File: config.mk
export PLATFORM = sky130hd
export DESIGN_NAME = staircase_pwm_dac
export DESIGN_NICKNAME = d
export VERILOG_FILES = /design/src/rtl/staircase_pwm_dac.sv
export SDC_FILE = /design/constraint.sdc
export NUM_CORES = 1
export LEC_CHECK = 0
export CORE_MARGIN = 4
export CORE_UTILIZATION = 30
export DETAILED_ROUTE_END_ITERATION = 6
export DONT_BUFFER_PORTS = 1
export GPL_TIMING_DRIVEN = 0
export PLACE_DENSITY = 0.42
export REMOVE_ABC_BUFFERS = 1
export SLEW_MARGIN = 20
export SYNTH_ARGS = -nofsm -noshare
export SYNTH_HDL_FRONTEND = slang
export SYNTH_SLANG_ARGS = --single-unit
export TNS_END_PERCENT = 10
File: constraint.sdc
create_clock -name clk -period 6.95 [get_ports clk]
set_input_delay 1.39 -clock clk [delete_from_list [all_inputs] [get_ports clk]]
set_output_delay 1.39 -clock clk [all_outputs]
set_load 0.05 [all_outputs]
File: src/rtl/staircase_pwm_dac.sv
// PWM DAC stage for the 4-bit staircase generator: one level sample per 15-slot frame,
// with a per-frame strobe for the upstream step enable and wrap-around detection/counting.
module staircase_pwm_dac #(
    parameter int unsigned DIV = 1
) (
    input  logic       clk,
    input  logic       rst,
    input  logic       en,
    input  logic [3:0] level_in,
    output logic       pwm_out,
    output logic       frame_start,
    output logic [3:0] level_q,
    output logic       wrap,
    output logic [7:0] wrap_count
);

    localparam int unsigned PRE_W     = 16;
    localparam int unsigned SLOT_W    = 4;
    localparam int unsigned CNT_W     = 8;
    localparam logic [PRE_W-1:0]  PRE_LAST  = PRE_W'(DIV - 1);
    localparam logic [SLOT_W-1:0] SLOT_LAST = SLOT_W'(14);
    localparam logic [CNT_W-1:0]  CNT_MAX   = CNT_W'(255);

    logic [PRE_W-1:0]  pre;
    logic [SLOT_W-1:0] slot;
    logic              tick_c;
    logic              boundary_c;
    logic              drop_c;

    assign tick_c     = en && (pre == PRE_LAST);
    assign boundary_c = tick_c && (slot == SLOT_LAST);
    assign drop_c     = level_in < level_q;

    // Prescaler and slot counter both freeze while en is low.
    always_ff @(posedge clk or posedge rst) begin
        if (rst) begin
            pre  <= '0;
            slot <= '0;
        end else begin
            if (tick_c) begin
                pre  <= '0;
                slot <= (slot == SLOT_LAST) ? '0 : slot + SLOT_W'(1);
            end else if (en) begin
                pre <= pre + PRE_W'(1);
            end
        end
    end

    // Frame boundary: latch the new level, strobe, and detect the staircase drop.
    always_ff @(posedge clk or posedge rst) begin
        if (rst) begin
            level_q     <= '0;
            frame_start <= 1'b0;
            wrap        <= 1'b0;
            wrap_count  <= '0;
        end else begin
            frame_start <= 1'b0;
            wrap        <= 1'b0;
            if (boundary_c) begin
                level_q     <= level_in;
                frame_start <= 1'b1;
                wrap        <= drop_c;
                if (drop_c && (wrap_count != CNT_MAX)) begin
                    wrap_count <= wrap_count + CNT_W'(1);
                end
            end
        end
    end

    // Slot never reaches 15, so level 15 yields a constantly high output.
    always_ff @(posedge clk or posedge rst) begin
        if (rst) begin
            pwm_out <= 1'b0;
        end else begin
            pwm_out <= en && (slot < level_q);
        end
    end

endmodule

Word level (Yosys, flattened, before mapping)
Cells that the tools add are included.
{"block": "totals", "register_bits": 35, "inputBits": 7, "out_inout_bits": 15, "wordCells": 26}
{"block": "classes", "addsub": 3, "n_lt_le_gt_ge": 2, "eq_ne": 2, "muxes": 5, "n_reduce_logical": 7}
{"operator": "$mux W16", "count": 2}
{"operator": "$add A16 B1 Y16 const B", "count": 1}
{"operator": "$logic_not A16 Y1", "count": 1}
{"operator": "$add A8 B1 Y8 const B", "count": 1}
{"operator": "$lt A4 B4 Y1", "count": 2}
{"operator": "$ne A8 B8 Y1 const B", "count": 1}
{"operator": "$add A4 B1 Y4 const B", "count": 1}
{"operator": "$eq A4 B4 Y1 const B", "count": 1}
{"operator": "$logic_and A1 B1 Y1", "count": 4}
{"operator": "$mux W4", "count": 1}
{"operator": "$mux W1", "count": 2}
{"operator": "$reduce_and A2 Y1", "count": 1}
{"operator": "$reduce_bool A2 Y1", "count": 1}

Logic depth before layout (Yosys ltp)
Gate-level depths: netlist of the first run.
{"block": "logic_depth", "word_depth": 4, "mapped_depth": 9, "depth_no_buf": 7}

Worst setup path after synthesis of the first run
Ideal clock, no wire load.
{"block": "synth_path", "path_kind": "input-to-reg", "from": "in en", "to": "reg wrap_count[1]", "setup_ns": 0.128, "t_arrival_ns": 3.635, "path_slack_ns": 3.187, "stages": 8, "path_cell_list": "buf_4 -> or4b_1 -> or4_4 -> buf_6 -> or3_1 -> buf_6 -> nor3b_2 -> mux2_1"}
{"block": "synth_between", "elab_chain_len": 3}
{"item": "start: declaration", "line": "8", "text": "input logic en,"}
{"item": "$logic_and A1 B1 Y1", "line": "30", "text": "assign tick_c = en && (pre == PRE_LAST);"}
{"item": "$logic_and A1 B1 Y1", "line": "31", "text": "assign boundary_c = tick_c && (slot == SLOT_LAST);"}
{"item": "$reduce_and A2 Y1 (no line)"}
{"item": "end signal: assignment", "line": "64", "text": "wrap_count <= wrap_count + CNT_W'(1);"}
{"item": "end: declaration", "line": "14", "text": "output logic [7:0] wrap_count"}
No other way between the ends.
A chain may end at the register's enable or synchronous reset.

Worst setup path in the final report of the first run
Same ends and word-level chain as after synthesis.

==> results of run 1 <==
[worst min path at each step]
stage          slack [ns]                  end
3_3_place_gp         0.47  pre[15]$_DFFE_PP0P_
4_1_cts              0.50  pre[12]$_DFFE_PP0P_
5_1_grt              0.52  pre[11]$_DFFE_PP0P_
6_report             0.49   pre[5]$_DFFE_PP0P_
2_1_floorplan        0.45   pre[5]$_DFFE_PP0P_
3_5_place_dp         0.47  pre[12]$_DFFE_PP0P_
[power by group]
| part | internal (mW) | switching (mW) | total, mW |
|---|---|---|---|
| clock network | 0.143 | 0.0754 | 0.218 |
| registers | 0.235 | 0.0688 | 0.303 |
| logic | 0.0429 | 0.0449 | 0.0878 |
| total | 0.421 | 0.189 | 0.610 |
[routing by layer]
metal,track usage [%],vias to the layer above,share of wire (%)
li1,-,580,-
met1,13.53,568,47
met2,14.95,25,44
met3,4.024,4,6.9
met4,4.173,0,1.5
met5,0,-,0
[per-stage QoR]
| step | cell area, sq um | setup WS [ns] | cells | hold WS [ns] | power (mW) |
|---|---|---|---|---|---|
| after CTS | 1951 | 3.538 | 240 | 0.4967 | 0.6196 |
| after global routing | 1951 | 3.467 | 240 | 0.5181 | 0.6531 |
| final | 1951 | 3.532 | 240 | 0.4886 | 0.6096 |
| after detailed placement | 1814 | 3.230 | 232 | 0.4727 | 0.3967 |
| after floorplan | 1724 | 3.386 | 160 | 0.4473 | 0.3673 |
| after global placement | 1814 | 3.234 | 232 | 0.4670 | 0.3917 |
[sequential cells by signal (all words and copies together) (netlist names)]
name	flops
level_q	4
wrap	1
slot	4
wrap_count	8
pre	16
frame_start	1
pwm_out	1
[cell families after synthesis]
family	after synthesis	synth area share [%]
DFF	35	49.82
muxes	3	1.922
xor gates and xnor gates	21	10.46
and+or+nand+nor	65	22.21
adders and majority gates	9	6.406
buffers and inverters	14	4.057
AOI/OAI and AO/OA	17	5.125
[worst max-delay path, delay by kind of cell]
| kind | cells | cell delay [ns] |
|---|---|---|
| simple gates | 4 | 1.85 |
| mux | 1 | 0.34 |
[layout make-up]
class | instances | area (sq um)
sequential | 35 | 875.8
clock buffer | 5 | 68.82
inverter | 10 | 37.54
tap | 72 | 90.09
fill | 590 | 3657
multi-input combinational | 115 | 810.8
clock inverter | 3 | 67.56
[cells in the final DEF (no fill, tap or decap), types with 2 or more instances in the layout]
cell type  instances
a21oi_1            2
and3_1             4
bufinv_16          2
clkbuf_8           5
dfrtp_1           35
ha_1               9
inv_1              9
mux2_1             2
nand2_1           17
nand3_1           10
nand4_1            5
nor2_1             6
nor3_1             4
nor4_2             2
o21ai_0           13
or4_1              2
xnor2_1           11
xor2_1            10
==> impl_metrics.toml, run 1 <==
[setup_path]
crit_start = "en"
cp_cell_sequence = "or4b_1 -> or4_4 -> or3_1 -> nor3b_2 -> mux2_1"
reg2regPathDepth = 7
critPathArrivalTime_ns = 3.58
crit_fanout = 10
cp-start-kind = "input pin"
cp_data_required_time_ns = 7.12
r2r-start = "pre[0]$_DFFE_PP0P_"
end_kind = "flip-flop"
r2r_end = "wrap_count[1]$_DFFE_PP0P_"
cpMaxStageDelayCell = "or4_4"
cp-endpoint = "wrap_count[1]$_DFFE_PP0P_"
path_class = "in2reg"
slowest_delay_ns = 0.59
reg2reg_slack_ns = 3.97

[grt]
antenna_found_initial = 0
grt_pass1_wl_mm = 5.844
grt_pass1_vias = 1205
groute.usage.overall_pct = 10.24
overflow = 0
grt_max_degree = 36

[die]
io-pin-count = 22
fp.dieH_microns = 84.55
start_util_pct = 31.35
core_area_sq_um = 5608
die_x_microns = 84.55
rows = 27
die_area_sq_um = 7149

[logic_synthesis]
synth_seq_cells = 35
yosys-top-cells-area = "dfrtp_1 (50%), ha_1 (6.4%), xnor2_1 (5.5%), xor2_1 (5.0%), o21ai_0 (3.7%)"
yosys-top-cells-count = "dfrtp_1 (35), nand2_1 (17), o21ai_0 (13)"
synth.avg_cell_area_sq_um = 10.72
netlist_area_sq_um = 1758
synth_top_area_share_pct = 49.82
yosysWarnings = 0
yosys_most_used_dff = "dfrtp_1"
synth-edff-count = 0
ys_types = 37
syn_inst = 164
synth_top_cell_by_area = "dfrtp_1"
synth.most_common_cell = "dfrtp_1"
synth-seq-area-share_pct = 49.82
synthArstFlopShare_pct = 100.0

[routing]
num_vias = 1177
viasPerCell = 4.904
post_drt_wl_per_cell_microns = 13.93
totalWireLength_mm = 3.344
drcViolationCount = 0
drt_iter0_markers = 34
dr.pass1.iters = 4
final_antenna_net_count = 0

[final_layout]
syn_to_final_growth_pct = 10.96
finish.utilization_pct = 34.78
antenna_cells = 0
fin_nets = 183
drive_gt1_share_pct = 9.524

[clocking]
clock_latency_ns = 0.28
hold_buffers = 0
max-clock-path-buffers = 2
clkSinkCount = 35
h-tree-depth = 2
numCtsBuffers = 5
clockRootBuffer = "clkbuf_8"
cts.repair.resized = 0
post_cts_buffers = 0
cts_tree = "done"
path_clk_slew_ns = 0.07

[timing]
timing.fmax_ghz = 0.2926
fin_crit_ns = 3.418
fin_crit_sh_pct = 49.17
setup_violations = 0
rsz0062_at_grt = "no"
tightest_slew_ns = 0.9215
hold_viol = 0
slew_headroom_pct = 38.00
fin_setup_tns_ns = 0
drv_slew = 0
finalClockSkew_ns = 0.005257

[min_path]
holdCritStartpoint = "pre[5]$_DFFE_PP0P_"
hold_path_class = "reg2reg"
worstHoldPathCells = 1

[job]
cap_violations = 0

[placed_design]
gp_congestion = 0.7358
io_buffers = 0
post-dp-hpwl_mm = 2.386

[power]
power_density_nw_per_um2 = 312.5
peakVddDrop_mv = 0.1320
leakage_nw = 0.8910

[status]
status = "finished clean"
Power figures use the tool's default switching activity.
==> inputs of run 2 (changes only) <==
- PLACE_DENSITY: 0.42 -> 0.43
- clock period: 6.95 -> 3.09 ns (I/O delays scaled with it)
==> run 2 against run 1 <==
Against the previous run: clock skew shrank 0.0012 ns; non-clock buffer count is the same; global-route usage is 0.19 points higher; sequential power grew 130%; core utilization down 0.98 points; sequential share of layout area up 1.3 points; cell count stayed put; largest power group unchanged.
==> impl_metrics.toml, run 2 (synthesis gave the netlist of run 1 again) <==
[power]
internal-power_mw = 0.7823
leakage_nw = 0.8689
power_density_nw_per_um2 = 634.7
p_seq_share_pct = 56.7
swShare_pct = 34.98
pwr-share-clk_pct = 27.0
peakVddDrop_mv = 0.3221
p_sw_mw = 0.4208
power_frac_comb_pct = 16.4

[final_layout]
reg.largest.list = "pre x16, wrap_count x8"
final_common_cell = "dfrtp_1"
syn_to_final_growth_pct = 7.829
finish.utilization_pct = 33.80
layout_common_cells = "dfrtp_1 (35), nand2_1 (17), o21ai_0 (13)"
multi_input_area_sq_um = 810.8
fillers = 599
fin_nets = 183
largest_reg_flops = 16
drive_gt1_share_pct = 8.333
antenna_cells = 0
seqCellArea_sq_um = 875.8
regMostFlops = "pre"

[routing]
drt_iter0_markers = 32
final_antenna_net_count = 0
post_drt_wl_per_cell_microns = 13.90
met1_length_mm = 1.570
viasPerCell = 4.813
dr.pass1.iters = 4
totalWireLength_mm = 3.336
wl_met3_microns = 216
top_layer = "met4"
drcViolationCount = 0
dr_wl_met2_mm = 1.464
num_vias = 1155

[setup_path]
crit_fanout = 7
critPathArrivalTime_ns = 3.14
cp_data_required_time_ns = 3.26
slowest_delay_ns = 0.60
cpMaxStageDelayCell = "or4_4"
cp_cell_sequence = "inv_1 -> ha_1 -> or4b_4 -> or4_4 -> or3_1 -> nor3b_2 -> mux2_1"
end_kind = "flip-flop"
path_class = "reg2reg"
cp-start-kind = "flip-flop"

[die]
core_area_sq_um = 5608
fp.dieH_microns = 84.55
die_area_sq_um = 7149
rows = 27
io-pin-count = 22
die_x_microns = 84.55
start_util_pct = 31.35

[clocking]
path_clk_slew_ns = 0.07
clockRootBuffer = "clkbuf_8"
clkSinkCount = 35
h-tree-depth = 2
numCtsBuffers = 5
max-clock-path-buffers = 2
hold_buffers = 0
cts_tree = "done"
post_cts_buffers = 0
clock_latency_ns = 0.29
cts.repair.resized = 0

[timing]
fin_crit_sh_pct = 95.91
timing.fmax_ghz = 0.3374
drv_slew = 0
tightest_slew_ns = 0.9519
rsz0062_at_grt = "no"
slew_headroom_pct = 35.95
fin_setup_tns_ns = 0
finalClockSkew_ns = 0.004077
hold_viol = 0
setup_violations = 0
fin_crit_ns = 2.964

[status]
status = "finished clean"

[placed_design]
post-dp-hpwl_mm = 2.344
gp_congestion = 0.7639
io_buffers = 0

[grt]
grt_pass1_wl_mm = 5.892
overflow = 0
antenna_found_initial = 0
groute.usage.overall_pct = 10.43
grt_max_degree = 36
grt_pass1_vias = 1218

[min_path]
hold_path_class = "in2async"

[job]
cap_violations = 0
[run 2: cell types whose count changed in the layout (fill, tap and decap cells not counted)]
| cell | previous run | this run |
|---|---|---|
| bufinv_16 | 2 | 0 |
| clkbuf_1 | 0 | 2 |
| clkinv_2 | 0 | 1 |
| clkinvlp_4 | 1 | 0 |
[run 2: final timing paths]
kind	end	slack, ns	from	cells past startpoint
hold reg to reg	pre[15]$_DFFE_PP0P_	0.48	pre[15]$_DFFE_PP0P_	1
setup / recovery	wrap_count[1]$_DFFE_PP0P_	0.13	pre[0]$_DFFE_PP0P_	7
setup reg to reg	wrap_count[1]$_DFFE_PP0P_	0.13	pre[0]$_DFFE_PP0P_	7
min in group clk	pre[1]$_DFFE_PP0P_	0.42	en	1
max in group asynchronous	pre[12]$_DFFE_PP0P_	2.28	rst	1
hold / removal	pre[9]$_DFFE_PP0P_	0.34	rst	1
[run 2: power groups by stage]
stage | Clock [mW] | Combinational [mW] | Sequential [mW]
3_3_place_gp | 0 | 0.194 | 0.686
2_1_floorplan | 0 | 0.165 | 0.661
3_5_place_dp | 0 | 0.200 | 0.690
4_1_cts | 0.332 | 0.201 | 0.682
5_1_grt | 0.358 | 0.232 | 0.697
6_report | 0.324 | 0.197 | 0.682
[run 2: cell type report]
class / instances / share of cell area, %
clock inverter: 1 / 0.2640
inverter: 10 / 1.980
sequential: 35 / 46.20
multi-input combinational: 115 / 42.77
clock buffer: 7 / 4.026
tap: 72 / 4.752
[run 2: critical path, delay by kind of cell, from the launching register on]
kind                     cells  cell delay [ns]
adder cells (fa/ha/maj)      1             0.14
buffers and inverters        1             0.10
flip-flops                   1             0.40
multiplexers                 1             0.34
AND/OR/NAND/NOR              4             1.85
[run 2: routing by layer]
metal / vias up / GRT usage [%]
met1: 548 / 13.47
met5: - / 0
met3: 7 / 4.318
li1: 575 / -
met4: 0 / 6.187
met2: 25 / 14.45
[run 2: through the flow]
stage	power, mW	instance area, sq um	cells	setup WS [ns]	hold WS [ns]
5_1_grt	1.287	1896	240	0.005421	0.4068
3_5_place_dp	0.8902	1814	232	0.1288	0.4777
4_1_cts	1.216	1896	240	0.1155	0.3739
6_report	1.203	1896	240	0.1264	0.3390
2_1_floorplan	0.8260	1724	160	0.2981	0.4473
3_3_place_gp	0.8808	1814	232	0.1324	0.4672
==> RTL edit 1 (config.mk and constraints of run 1) <==
Set the localparam `CNT_W` to 6 (it was 8).
--- a/src/rtl/staircase_pwm_dac.sv
+++ b/src/rtl/staircase_pwm_dac.sv
@@ -17,5 +17,5 @@
     localparam int unsigned PRE_W     = 16;
     localparam int unsigned SLOT_W    = 4;
-    localparam int unsigned CNT_W     = 8;
+    localparam int unsigned CNT_W     = 6;
     localparam logic [PRE_W-1:0]  PRE_LAST  = PRE_W'(DIV - 1);
     localparam logic [SLOT_W-1:0] SLOT_LAST = SLOT_W'(14);
Behaviour: same outputs for any inputs over 10 cycles, from zero or initial values and one cycle with rst high; that may be too few to reach the edited logic, so the function may still have changed.
==> RTL edit 1 against run 1 <==
  * Die area is 0.58% lower
  * Hold slack got worse by 0.016 ns
  * Clock skew up 0.0055 ns
  * Final area down 2.2%
  * Critical endpoint is now wrap_count[6]
  * First-iteration DRC count increased by 5.9%
  * Sequential cell count stayed put
  * Routed wire length increased by 1.0%
  * Setup slack better by 0.36 ns
  * Power shrank 17%
  * Synthesized area fell by 0.64%
  * Via count is 0.51% higher
==> RTL edit 1: results (changes against run 1) <==
- Status: finished, final reports clean (unchanged)
- Gpl congestion: 0.789 (was 0.736)
- Via density: 4.93 (was 4.90)
- H-tree levels: 2 (unchanged)
- Biggest registers after layout: pre x16, wrap_count x8 (unchanged)
- First-pass GRT wire length: 6020 um (was 5840 um)
- Area contributors post-synth: dfrtp_1 50%, ha_1 6.4%, xnor2_1 6.0%, o21ai_0 4.0%, xor2_1 4.0% (was dfrtp_1 50%, ha_1 6.4%, xnor2_1 5.5%, xor2_1 5.0%, o21ai_0 3.7%)
- R2r startpoint: pre[0] (unchanged)
- Max_slew headroom: 0.510 (was 0.380)
- Sequential area share after synthesis: 0.501 (was 0.498)
- Detailed Place HPWL: 2470 um (was 2390 um)
- Metal2 WL: 1620 um (was 1480 um)
- Clk_skew: 0.0108 ns (was 0.00526 ns)
- Slack of the worst reg-to-reg path: 4.36 ns (was 3.97 ns)
- Reg2reg end: wrap_count[6] (was wrap_count[1])
- Root Buffer: clkbuf_8 (unchanged)
- Detailed Route WL: 3380 um (was 3340 um)
- Share of cells above drive strength 1: 0.113 (was 0.0952)
- Leakage: 0.880 nW (was 0.891 nW)
- Synth async-reset ratio: 1.00 (unchanged)
- Antenna violations before repair: 0 (unchanged)
- Maximum vdd drop: 95.9 uV (was 132 uV)
- Hold path startpoint: pre[15] (was pre[5])
- Iter 0 DRT Violations: 36 (was 34)
- Count of cell types in the netlist: 34 (was 37)
- Hold Path Sink: pre[15] (was pre[5])
- Worst EP arrival: 3.24 ns (was 3.58 ns)
- Post-placement setup slack: 3.58 ns (was 3.23 ns)
- Routed wl met3: 211 um (was 230 um)
- Metal-1 WL: 1500 um (was 1580 um)
- GR Util All Layers: 0.105 (was 0.102)
- Int Pwr: 337 uW (was 421 uW)
- Port bufs: 0 (unchanged)
- Vias in the first global route: 1278 (was 1205)
- Most frequent cells after synthesis: 35 x dfrtp_1, 15 x nand2_1, 14 x o21ai_0 (was 35 x dfrtp_1, 17 x nand2_1, 13 x o21ai_0)
[RTL edit 1: per-stage QoR]
| stage | hold WS [ns] | utilization | total power, mW | std cells | cell area [sq um] |
|---|---|---|---|---|---|
| 6_report | 0.473 | 0.342 | 0.504 | 240 | 1910 |
| 3_3_place_gp | 0.457 | 0.326 | 0.359 | 232 | 1820 |
| 2_1_floorplan | 0.439 | - | 0.337 | 160 | 1730 |
| 5_1_grt | 0.500 | 0.342 | 0.541 | 240 | 1910 |
| 3_5_place_dp | 0.457 | 0.326 | 0.365 | 232 | 1820 |
| 4_1_cts | 0.473 | 0.342 | 0.515 | 240 | 1910 |
[RTL edit 1: layer usage]
layer	global-route usage	vias to the layer above
li1	-	579
met1	0.121	575
met2	0.174	23
met3	0.0412	6
met4	0.0439	0
met5	0	-
[RTL edit 1: power by group through the flow]
stage	Combinational (mW)	Clock, mW	Sequential, mW
2_1_floorplan	0.0667	0	0.271
3_3_place_gp	0.0798	0	0.279
3_5_place_dp	0.0842	0	0.281
4_1_cts	0.0848	0.153	0.277
5_1_grt	0.0964	0.162	0.283
6_report	0.0818	0.145	0.277
[RTL edit 1: area by class of cell]
type | instances | area, sq um
clock buffer | 5 | 68.8
inverter | 10 | 37.5
fill | 581 | 3670
tap | 72 | 90.1
clock inverter | 3 | 20.0
sequential | 35 | 876
multi-input combinational | 115 | 815
[RTL edit 1: how the worst max path moves through the flow]
| stage | slack (ns) | end | start |
|---|---|---|---|
| global placement | 3.58 | wrap_count[1] | en |
| CTS | 3.89 | wrap_count[1] | en |
| finish | 3.89 | wrap_count[6] | en |
| detailed placement | 3.58 | wrap_count[1] | en |
| floorplan | 3.76 | wrap_count[1] | en |
| global route | 3.73 | wrap_count[6] | en |
[RTL edit 1: cells by family (layout without fill, tap and decap cells)]
kind of cell,count (synthesis),count (layout),share of synthesized area
AND/OR/NAND/NOR,65,65,0.226
flip-flops,35,35,0.501
XOR/XNOR,20,20,0.100
AO/OA/AOI/OAI,18,18,0.0544
buffers and inverters,12,18,0.0322
adder cells (fa/ha/maj),9,9,0.0645
multiplexers,3,3,0.0215
[RTL edit 1: critical path, stage by stage]
cell and delay, ns:
or4b_4 0.47, nor4_1 0.47, nand2_1 0.28, nor4_1 0.26, mux2_2 0.37
==> RTL edit 2 (flow settings as in run 1) <==
Without the edit above. The output `pwm_out` loses its register stage (`pwm_out` becomes a continuous assignment).
--- a/src/rtl/staircase_pwm_dac.sv
+++ b/src/rtl/staircase_pwm_dac.sv
@@ -69,11 +69,5 @@
 
     // Slot never reaches 15, so level 15 yields a constantly high output.
-    always_ff @(posedge clk or posedge rst) begin
-        if (rst) begin
-            pwm_out <= 1'b0;
-        end else begin
-            pwm_out <= en && (slot < level_q);
-        end
-    end
+    assign pwm_out = en && (slot < level_q);
 
 endmodule
Formal check against the unedited RTL: no difference found for any inputs over 10 cycles, from zero or initial values and one cycle with rst high; that may be too few to reach the edited logic, so the function may still have changed.
==> RTL edit 2 against run 1 <==
  * Setup slack worse by 0.13 ns
  * Count of clock-buffer cells in the layout up 2
  * Power down 13%
  * Critical path type is now reg -> out
  * Sequential cell count down 1
  * Sequential share of layout area up 0.34 points
  * Final area down 3.6%
  * Synthesized area down 1.4%
  * Routed wire length down 0.42%
  * Combinational power up 3.3%
  * Die area down 1.3%
  * Global-route usage down 0.16 points
  * Fmax down 3.6%
  * Largest cell class unchanged
==> RTL edit 2: results (changes against run 1) <==
- Vias post-DR: 1150 (was 1177)
- Yosys warns: 0 (unchanged)
- Hold path startpoint: pre[15] (was pre[5])
- Max_slew headroom: 0.387 (was 0.380)
- Hold Crit Class: reg -> reg (unchanged)
- Clock Path Buffers: 2 (unchanged)
- First-pass GRT wire length: 5660 um (was 5840 um)
- GR Util All Layers: 0.101 (was 0.102)
- Clk_skew: 0.00358 ns (was 0.00526 ns)
- Fill cells: 604 (was 590)
- Mux cell area share after synthesis: 0.0195 (was 0.0192)
- Detailed Place HPWL: 2430 um (was 2390 um)
- Crit path largest cell delay: 0.64 ns (was 0.59 ns)
- Worst EP arrival: 2.15 ns (was 3.58 ns)
- Pin count of the biggest net entering global routing: 35 (was 36)
- Status: finished, final reports clean (unchanged)
- Post-synthesis adder-cell area fraction: 0.0650 (was 0.0641)
- Slack of the worst reg-to-reg path: 3.96 ns (was 3.97 ns)
- Slowest-stage cell, CP: dfrtp_1 (was or4_4)
- Core ar.: 0.00554 sq mm (was 0.00561 sq mm)
- Compound-Gate Fraction of Synth Area: 0.0520 (was 0.0512)
- Global route overflow: 0 (unchanged)
- Antenna violations before repair: 0 (unchanged)
- Iter 0 DRT Violations: 30 (was 34)
- Maximum vdd drop: 99.9 uV (was 132 uV)
- Reg2reg end: wrap_count[1] (unchanged)
- Xor and xnor area share after synthesis: 0.106 (was 0.105)
- Area contributors post-synth: dfrtp_1 49%, ha_1 6.5%, xnor2_1 5.6%, xor2_1 5.1%, o21ai_0 3.8% (was dfrtp_1 50%, ha_1 6.4%, xnor2_1 5.5%, xor2_1 5.0%, o21ai_0 3.7%)
- Hold Path Sink: pre[15] (was pre[5])
- Biggest registers after layout: pre x16, wrap_count x8 (unchanged)
- Gpl congestion: 0.694 (was 0.736)
- Share of cells above drive strength 1: 0.0898 (was 0.0952)
- Hold path cells: 1 (unchanged)
- Final net count: 182 (was 183)
- Detailed Route WL: 3330 um (was 3340 um)
- Clk Latency, worst-skew pair: 0.27 ns
- Most frequent cells after synthesis: 34 x dfrtp_1, 17 x nand2_1, 13 x o21ai_0 (was 35 x dfrtp_1, 17 x nand2_1, 13 x o21ai_0)
- CTS Buf Count: 5 (unchanged)
- Root Buffer: clkbuf_8 (unchanged)
- Pre-antenna DRT Iters: 4 (unchanged)
- Sequential area share after synthesis: 0.491 (was 0.498)
- Hold Fails Final Rpt: 0 (unchanged)
- Critical Path Fanout Max: 3 (was 10)
- Leakage: 0.863 nW (was 0.891 nW)
- R2r startpoint: pre[0] (unchanged)
-- RTL edit 2: cell types whose count changed after synthesis --
| cell | run 1 | this run |
|---|---|---|
| dfrtp_1 | 35 | 34 |
-- RTL edit 2: layout make-up --
cell class / instances / area (sq um) / share of cell area
inverter: 10 / 37.5 / 0.0200
sequential: 34 / 851 / 0.452
multi-input combinational: 115 / 811 / 0.431
clock buffer: 7 / 86.3 / 0.0459
clock inverter: 1 / 5.00 / 0.00266
tap: 72 / 90.1 / 0.0479
-- RTL edit 2: worst max path at each step --
stage	start	endpoint	slack, ns
finish	level_q[1]	pwm_out	3.41
global route	level_q[1]	pwm_out	3.25
CTS	level_q[1]	pwm_out	3.37
detailed placement	en	wrap_count[1]	3.23
global placement	en	wrap_count[1]	3.25
floorplan	en	wrap_count[1]	3.39
-- RTL edit 2: routing by layer --
metal	up-vias	track usage	routed length (um)
met2	18	0.155	1560
met1	560	0.128	1550
met4	0	0.0395	23
met5	-	0	0
met3	2	0.0375	192
li1	570	-	-
-- RTL edit 2: critical path, delay by kind of cell, from the launching register on --
family	cells	cell delay, ns
compound gates	3	0.27
simple gates	1	0.49
buf+inv	1	0.16
fa+ha+maj	1	0.31
flops	1	0.64
-- RTL edit 2: stage by stage --
stage	power [mW]	instance area [sq um]	cells	hold WS (ns)	worst slack, ns
2_1_floorplan	0.361	1700	159	0.447	3.39
3_3_place_gp	0.385	1790	231	0.470	3.25
3_5_place_dp	0.390	1790	231	0.469	3.23
4_1_cts	0.543	1880	239	0.487	3.37
5_1_grt	0.572	1880	239	0.502	3.25
6_report	0.530	1880	239	0.486	3.41
-- RTL edit 2: power by group --
part           switching [mW]  internal [mW]
clock network          0.0655         0.0798
registers              0.0654          0.228
logic                  0.0474         0.0433
total                   0.178          0.352
